===== config.mk =====
export PLATFORM = sky130hd
export DESIGN_NAME = seg_scan_ctrl
export DESIGN_NICKNAME = d
export VERILOG_FILES = /design/src/rtl/seg_pkg.sv /design/src/rtl/seg_scan_ctrl_dec.sv /design/src/rtl/seg_scan_ctrl.sv
export SDC_FILE = /design/constraint.sdc
export NUM_CORES = 1
export LEC_CHECK = 0
export BUFFER_PORTS_ARGS = -buffer_cell sky130_fd_sc_hd__clkbuf_2
export CAP_MARGIN = 20
export CORE_MARGIN = 2
export CORE_UTILIZATION = 40
export DETAILED_ROUTE_END_ITERATION = 7
export PLACE_DENSITY = 0.59
export RECOVER_POWER = 25
export SYNTH_ARGS = -nofsm -noshare
export SYNTH_HDL_FRONTEND = slang
export SYNTH_HIERARCHICAL = 1
export SYNTH_SLANG_ARGS = --single-unit

===== constraint.sdc =====
create_clock -name clk -period 4.8 [get_ports clk]
set_input_delay 0.48 -clock clk [delete_from_list [all_inputs] [get_ports clk]]
set_output_delay 0.48 -clock clk [all_outputs]
set_load 0.05 [all_outputs]

===== src/rtl/seg_pkg.sv =====
// Shared constants and helpers for the four-digit multiplexed seven-segment
// scan controller. Segment vectors are active-low, bit order {g,f,e,d,c,b,a}.
package seg_pkg;

    localparam int          NUM_DIGITS          = 4;
    localparam int          REFRESH_DIV_DEFAULT = 50000;
    localparam logic [6:0]  SEG_BLANK           = 7'b1111111;
    localparam logic [6:0]  SEG_DASH            = 7'b0111111;

    // Active-low anode pattern that enables only digit slot idx.
    function automatic logic [NUM_DIGITS-1:0] anode_sel(input logic [1:0] idx);
        anode_sel = ~(4'b0001 << idx);
    endfunction

endpackage


===== src/rtl/seg_scan_ctrl_dec.sv =====
// BCD nibble to active-low seven-segment pattern ({g,f,e,d,c,b,a}).
// Values 10..15 are not decimal digits and show a lone middle bar (dash).
module seg_scan_ctrl_dec
    import seg_pkg::*;
(
    input  logic [3:0] i_bcd,
    output logic [6:0] o_seg
);

    // Pure lookup; every path assigns o_seg so no storage is implied.
    always_comb begin
        // NOTE: the default assignment first guarantees no latch even if a case arm is missed.
        o_seg = SEG_DASH;
        case (i_bcd)
            4'd0: o_seg = 7'b1000000;
            4'd1: o_seg = 7'b1111001;
            4'd2: o_seg = 7'b0100100;
            4'd3: o_seg = 7'b0110000;
            4'd4: o_seg = 7'b0011001;
            4'd5: o_seg = 7'b0010010;
            4'd6: o_seg = 7'b0000010;
            4'd7: o_seg = 7'b1111000;
            4'd8: o_seg = 7'b0000000;
            4'd9: o_seg = 7'b0010000;
            default: o_seg = SEG_DASH;
        endcase
    end

endmodule


===== src/rtl/seg_scan_ctrl.sv =====
// Four-digit time-multiplexed seven-segment scan controller.
// A prescaler paces one digit slot every REFRESH_DIV clocks; new Digits are
// staged in a pending register and only promoted to the displayed (active)
// register at a frame boundary, so a frame never shows a mix of old and new.
// Optional build macro: SEG_LEADING_ZERO_BLANK_EN blanks leading zeros on
// digits 1..3 (digit 0 always shown).
module seg_scan_ctrl
    import seg_pkg::*;
#(
    parameter int REFRESH_DIV = REFRESH_DIV_DEFAULT
)(
    input  logic        clk,
    input  logic        rst_n,
    input  logic        En,
    input  logic        Load,
    input  logic [15:0] Digits,
    output logic        Ack,
    output logic [6:0]  Seg,
    output logic [3:0]  An
);

    logic [15:0] r_cnt;
    logic [1:0]  r_idx;
    logic [15:0] r_active;
    logic [15:0] r_pending;
    logic        r_pend_vld;
    logic        r_ack;
    logic [6:0]  r_seg;
    logic [3:0]  r_an;

    logic        w_tick;
    logic        w_frame_end;
    logic [3:0]  w_nibble;
    logic [6:0]  w_dec_seg;
    logic        w_lz_blank;

    assign w_tick      = (r_cnt == 16'(REFRESH_DIV - 1));
    assign w_frame_end = w_tick && (r_idx == 2'd3);
    assign w_nibble    = r_active[{r_idx, 2'b00} +: 4];

    // Single decoder shared by all slots; the scan index picks its input.
    seg_scan_ctrl_dec u_dec (
        .i_bcd (w_nibble),
        .o_seg (w_dec_seg)
    );

`ifdef SEG_LEADING_ZERO_BLANK_EN
    // Blank the current slot when it and every more significant digit are zero.
    always_comb begin
        w_lz_blank = 1'b0;
        case (r_idx)
            2'd1:    w_lz_blank = (r_active[15:4]  == 12'd0);
            2'd2:    w_lz_blank = (r_active[15:8]  == 8'd0);
            2'd3:    w_lz_blank = (r_active[15:12] == 4'd0);
            default: w_lz_blank = 1'b0;
        endcase
    end
`else
    assign w_lz_blank = 1'b0;
`endif

    // Prescaler and digit index run freely, independent of En.
    always_ff @(posedge clk) begin
        // NOTE: sequential state uses <= so every register samples pre-edge values.
        if (!rst_n) begin
            r_cnt <= '0;
            r_idx <= '0;
        end else begin
            r_cnt <= w_tick ? '0 : r_cnt + 16'd1;
            if (w_tick)
                r_idx <= r_idx + 2'd1;
        end
    end

    // Load/Ack handshake: stage mid-frame, promote only at a frame boundary.
    always_ff @(posedge clk) begin
        // NOTE: the data registers are reset too, so a reset mid-frame discards any staged value.
        if (!rst_n) begin
            r_active   <= '0;
            r_pending  <= '0;
            r_pend_vld <= 1'b0;
            r_ack      <= 1'b0;
        end else if (w_frame_end) begin
            if (Load) begin
                r_active   <= Digits;
                r_pend_vld <= 1'b0;
                r_ack      <= 1'b1;
            end else if (r_pend_vld) begin
                r_active   <= r_pending;
                r_pend_vld <= 1'b0;
                r_ack      <= 1'b1;
            end else begin
                r_ack      <= 1'b0;
            end
        end else begin
            r_ack <= 1'b0;
            if (Load) begin
                r_pending  <= Digits;
                r_pend_vld <= 1'b1;
            end
        end
    end

    // Registered display outputs, one cycle behind idx/active.
    always_ff @(posedge clk) begin
        if (!rst_n || !En) begin
            r_seg <= SEG_BLANK;
            r_an  <= '1;
        end else begin
            r_seg <= w_lz_blank ? SEG_BLANK : w_dec_seg;
            r_an  <= anode_sel(r_idx);
        end
    end

    assign Ack = r_ack;
    assign Seg = r_seg;
    assign An  = r_an;

endmodule


Yosys cells after proc, flatten, opt, wreduce, memory -nomap -nowiden
Memories as Yosys holds them, arrays and structs flattened. A register that Yosys moved wholly into a read port is not among the register bits.
Cells that the tools add are included.
{"block": "op_classes", "add_sub_neg": 2, "n_eq_ne": 2, "shifts": 2, "mux": 4, "bitwise_logic": 3, "n_reduce_logical": 10}
{"cell": "16-bit 2-to-1 mux", "count": 2}
{"cell": "16-bit by 1-bit adder with 16-bit output (second input constant)", "count": 1}
{"cell": "16-bit equality test (second input constant)", "count": 1}
{"cell": "16-bit by 5-bit variable part select with 4-bit output", "count": 1}
{"cell": "2-bit AND reduction", "count": 3}
{"cell": "4-bit inverter", "count": 1}
{"cell": "2-bit OR reduction", "count": 2}
{"cell": "1-bit by 2-bit left shift with 4-bit output (first input constant)", "count": 1}
{"cell": "2-bit by 1-bit adder with 2-bit output (second input constant)", "count": 1}
{"cell": "2-bit equality test (second input constant)", "count": 1}
{"cell": "1-bit logical NOT", "count": 2}
{"cell": "1-bit 2-to-1 mux", "count": 2}
{"cell": "1-bit inverter", "count": 2}
{"cell": "2-bit nonzero test", "count": 1}
{"cell": "1-bit logical AND", "count": 1}
{"cell": "1-bit logical OR", "count": 1}
{"block": "word_totals", "regBits": 56, "mem_bits_ro": 112, "in_bits": 20, "out_inout_bits": 12, "wordCells": 31, "mem_count": 1}
{"name": "(no name shown)", "words": 16, "width": 7, "read_ports": 1, "rd_clocked_by_memory_dff": 1, "write_ports": 0, "line": "seg_scan_ctrl_dec.sv:14", "rtl": "case (i_bcd)"}

Logic depth before layout (Yosys ltp)
{"block": "depth", "word_depth": 4, "mapped_depth": 7, "ltp_nobuf": 6}

By module
Netlist, hierarchy kept.
{"mod": "seg_scan_ctrl", "n_inst": 1, "cells_each": 288, "area_each_um2": 2715.1, "seq_area_each_um2": 1261.2}
{"mod": "seg_scan_ctrl_dec", "n_inst": 1, "cells_each": 31, "area_each_um2": 240.2, "seq_area_each_um2": 0.0}

Worst setup path before layout
No wires, ideal clock.
{"block": "synth_path", "path_kind": "register to register", "from": "register r_idx[0]", "to": "register r_seg[1] (netlist: Seg[1])", "t_arrival_ns": 1.982, "setup_slack_ns": 2.695, "stages_incl_launch_ff": 8, "path_buffers": 1, "period_less_slack_ns": 2.105, "path_cell_list": "dfxtp_1 clkbuf_1 mux4_2 inv_1 ha_1 nor2_1 nor2_1 or2_2"}
{"block": "synth_between", "elab_chain_cells": 1}
{"item": "start: declaration", "line": "seg_scan_ctrl.sv:23", "rtl": "logic [1:0] r_idx;"}
{"item": "start signal: assignment", "line": "seg_scan_ctrl.sv:71", "rtl": "r_idx <= r_idx + 2'd1;"}
{"item": "16-bit by 5-bit variable part select with 4-bit output", "line": "seg_scan_ctrl.sv:39", "rtl": "assign w_nibble = r_active[{r_idx, 2'b00} +: 4];"}
{"item": "net w_nibble[1]", "line": "seg_scan_ctrl.sv:33", "rtl": "logic [3:0] w_nibble;"}
{"item": "end: declaration", "line": "seg_scan_ctrl.sv:28", "rtl": "logic [6:0] r_seg;"}
The timed path passes the listed nets, and every way through them passes these cells.
A chain may end at the register's enable or synchronous reset.

Worst setup path in the final report
{"block": "layout_path", "from": "register r_cnt[11]", "to": "register r_active[1]"}
{"block": "layout_between", "elab_chain_cells": 3}
{"item": "start: declaration", "line": "seg_scan_ctrl.sv:22", "rtl": "logic [15:0] r_cnt;"}
{"item": "start signal: assignment", "line": "seg_scan_ctrl.sv:69", "rtl": "r_cnt <= w_tick ? '0 : r_cnt + 16'd1;"}
{"item": "16-bit equality test", "line": "seg_scan_ctrl.sv:37", "rtl": "assign w_tick = (r_cnt == 16'(REFRESH_DIV - 1));"}
{"item": "1-bit logical AND", "line": "seg_scan_ctrl.sv:38", "rtl": "assign w_frame_end = w_tick && (r_idx == 2'd3);"}
{"item": "2-bit AND reduction (no line)"}
{"item": "end signal: assignment", "line": "seg_scan_ctrl.sv:85", "rtl": "r_active <= Digits;"}
{"item": "end signal: assignment", "line": "seg_scan_ctrl.sv:89", "rtl": "r_active <= r_pending;"}
{"item": "end: declaration", "line": "seg_scan_ctrl.sv:24", "rtl": "logic [15:0] r_active;"}
No other way between the ends.

==> results_dict.tcl <==
set metrics [dict create \
    clock-sinks 63 \
    cts_setup_buffers 0 \
    critPathCaptureType "register" \
    switching_share 0.2170 \
    mostFrequentLayoutCells "dfxtp_1 (63), nand2_1 (54), nand3_1 (26)" \
    fp.dieH_um 89.96 \
    worstPathArrival_ps 3030 \
    drt-initial-drc-count 69 \
    maxSlewHeadroom 0.2270 \
    initial_utilization 0.4096 \
    port_buffers 31 \
    htreeDepth 3 \
    die_w_um 89.96 \
    core_sq_um 7214 \
    rsz0062_at_grt "false" \
    num_antenna_cells 0 \
    tightestPinTransition_ps 1149 \
    ctsResizeCount 0 \
    syn_area_per_cell_sq_um 9.264 \
    synth_edf_count 0 \
    numCtsBuffers 9 \
    grt_pass1_vias 2071 \
    cts_root_buffer "clkbuf_8" \
    status "complete, no violations" \
    fin_crit_ps 2833 \
    drv_cap 0 \
    max_freq_mhz 353.0 \
    fillers 733 \
    maxSlewViolCount 0 \
    antenna_found_initial 0 \
    p_clk_frac 0.454 \
    postCtsHoldBufs 0 \
    placed_area_sq_um 3161 \
    syn-num-nets 349 \
    p_sw_uw 245.3 \
    routed-via-count 2121 \
    drive_above_1_share 0.1897 \
    yosysWarningCount 6 \
    async_reset_ff_frac 0 \
    detail_route.first_pass.iterations 4 \
    ys_ff_latch 63 \
    cp.required_ps 4990 \
    io_pins 32 \
    clock_latency_ps 340 \
    die-area_sq_um 8092 \
    finClkSkew_ps 8.838 \
    ant_nets 0 \
    power.leakage_uw 0.001364 \
    worstSetupPathType "register to register" \
    finish.instance_area_sq_um 3351 \
    synth-main-ff-cell "dfxtp_1" \
    fin_crit_sh 0.5902 \
    powerDensity_nw_per_um2 337.4 \
    syn_inst 319 \
    start_kind "register" \
    power.internal_uw 885.2 \
    cts.clk_slew.worst_paths_ps 60 \
    finalHoldViolCount 0 \
    drc 0 \
    synthDistinctLibCells 42 \
    vdd_drop_max_mv 0.1792 \
    grt_use_total 0.1444 \
    tns_ps 0 \
    wl_per_cell_um 11.93 \
    final_common_cell "dfxtp_1" \
    cts_tree "built" \
    grt-ovfl-total 0 \
    drt-total-wl_um 5332 \
    cts_max_path_buffers 2 \
    fp-row-count 31 \
    setup_viol 0 \
    p_comb_frac 0.065 \
    place.gp.congestion 0.7710 \
    pwr-share-seq 0.481 \
    grt_pass1_wl_um 9494 \
    syn_to_final_growth_pct 13.38 \
    totalPowerFinal_uw 1131 \
    hp-class "input port to register" \
    syn_area_sq_um 2955 \
    fin_hold_ws_ps 359.2 \
    critical_path.max_fanout 16 \
    ys_seq_area_frac 0.4268 \
    dp_hpwl_um 3654 \
    grt_start_max_net_pins 73 \
    nets 373 \
    viasPerCell 4.745 \
]
[metrics by stage]
stage,setup WS [ps],std cells,util
final,1967,447,0.4644
after detailed placement,2533,431,0.4381
after global placement,2578,431,0.4381
after CTS,2531,447,0.4691
after global routing,1741,447,0.4644
after floorplan,2695,319,-
[path summary, 6_finish.rpt]
path | start | to | slack, ps | cells after the start
max | r_cnt[11] | r_active[1] | 1970 | 4
min | En | An[3] | 360 | 2
max reg2reg | r_cnt[11] | r_active[1] | 1970 | 4
min reg2reg | r_active[9] | r_active[9] | 460 | 2
[sequential cells by signal, indices dropped and copies added, names as in the netlist]
signal / flops
Ack: 1
An: 4
Seg: 7
r_active: 16
r_cnt: 16
r_idx: 2
r_pend_vld: 1
r_pending: 16
[worst max-delay path: stages, from the launching register on]
cell and delay, ps:
dfxtp_1 360, or4b_1 610, nor4_1 1000, o211ai_4 490
mux2i_1 230
[synth_stat cells, types with 2 or more instances]
master     n  area share
mux4_2     4       0.030
mux2i_1   18       0.061
a22oi_1    2      0.0051
ha_1      10       0.042
nor2_1    22       0.028
dfxtp_1   63        0.43
a21oi_1    3      0.0051
buf_6      3       0.011
xor2_1     3      0.0089
mux2_2    16       0.061
nor3_1     3      0.0051
or2_2      7       0.015
clkbuf_1  15       0.019
nor4_1     4      0.0085
nand2b_1   2      0.0042
o21ai_0   17       0.029
xnor2_1   12       0.036
inv_1      9       0.011
nand3_1   26       0.044
nand2_1   54       0.069
buf_2      2      0.0034
nand4_1    4      0.0085
[logic make-up after synthesis]
family	share of synthesized area
mux	0.1524
flops	0.4268
buf+inv	0.04530
compound gates	0.06054
xor+xnor	0.04446
simple gates	0.2282
fa+ha+maj	0.04234
[final cells by class]
cell class,count,area (sq um),area share
flip-flops and latches,63,1261,0.3764
well taps,99,123.9,0.03697
multi-input cells,227,1553,0.4634
clock buffers,13,158.9,0.04742
repair buffers,33,155.1,0.04630
clock inverters,3,65.06,0.01942
inverters,9,33.78,0.01008
[power groups by stage]
stage	clock network, uW	logic, uW	registers [uW]
2_1_floorplan	0	45.0	564
3_3_place_gp	0	74.6	555
3_5_place_dp	0	75.4	556
4_1_cts	533	75.6	544
5_1_grt	551	83.3	545
6_report	513	73.7	544
[per-layer routing]
layer  up-vias  routed length [um]  GRT usage
met5         -                   0          0
met4         0                  48    0.05000
met3         5                 282    0.05784
met2        35                2415     0.2266
met1       952                2585     0.1811
li1       1129                   -          -
No activity file was read; power rests on OpenSTA's default activity.
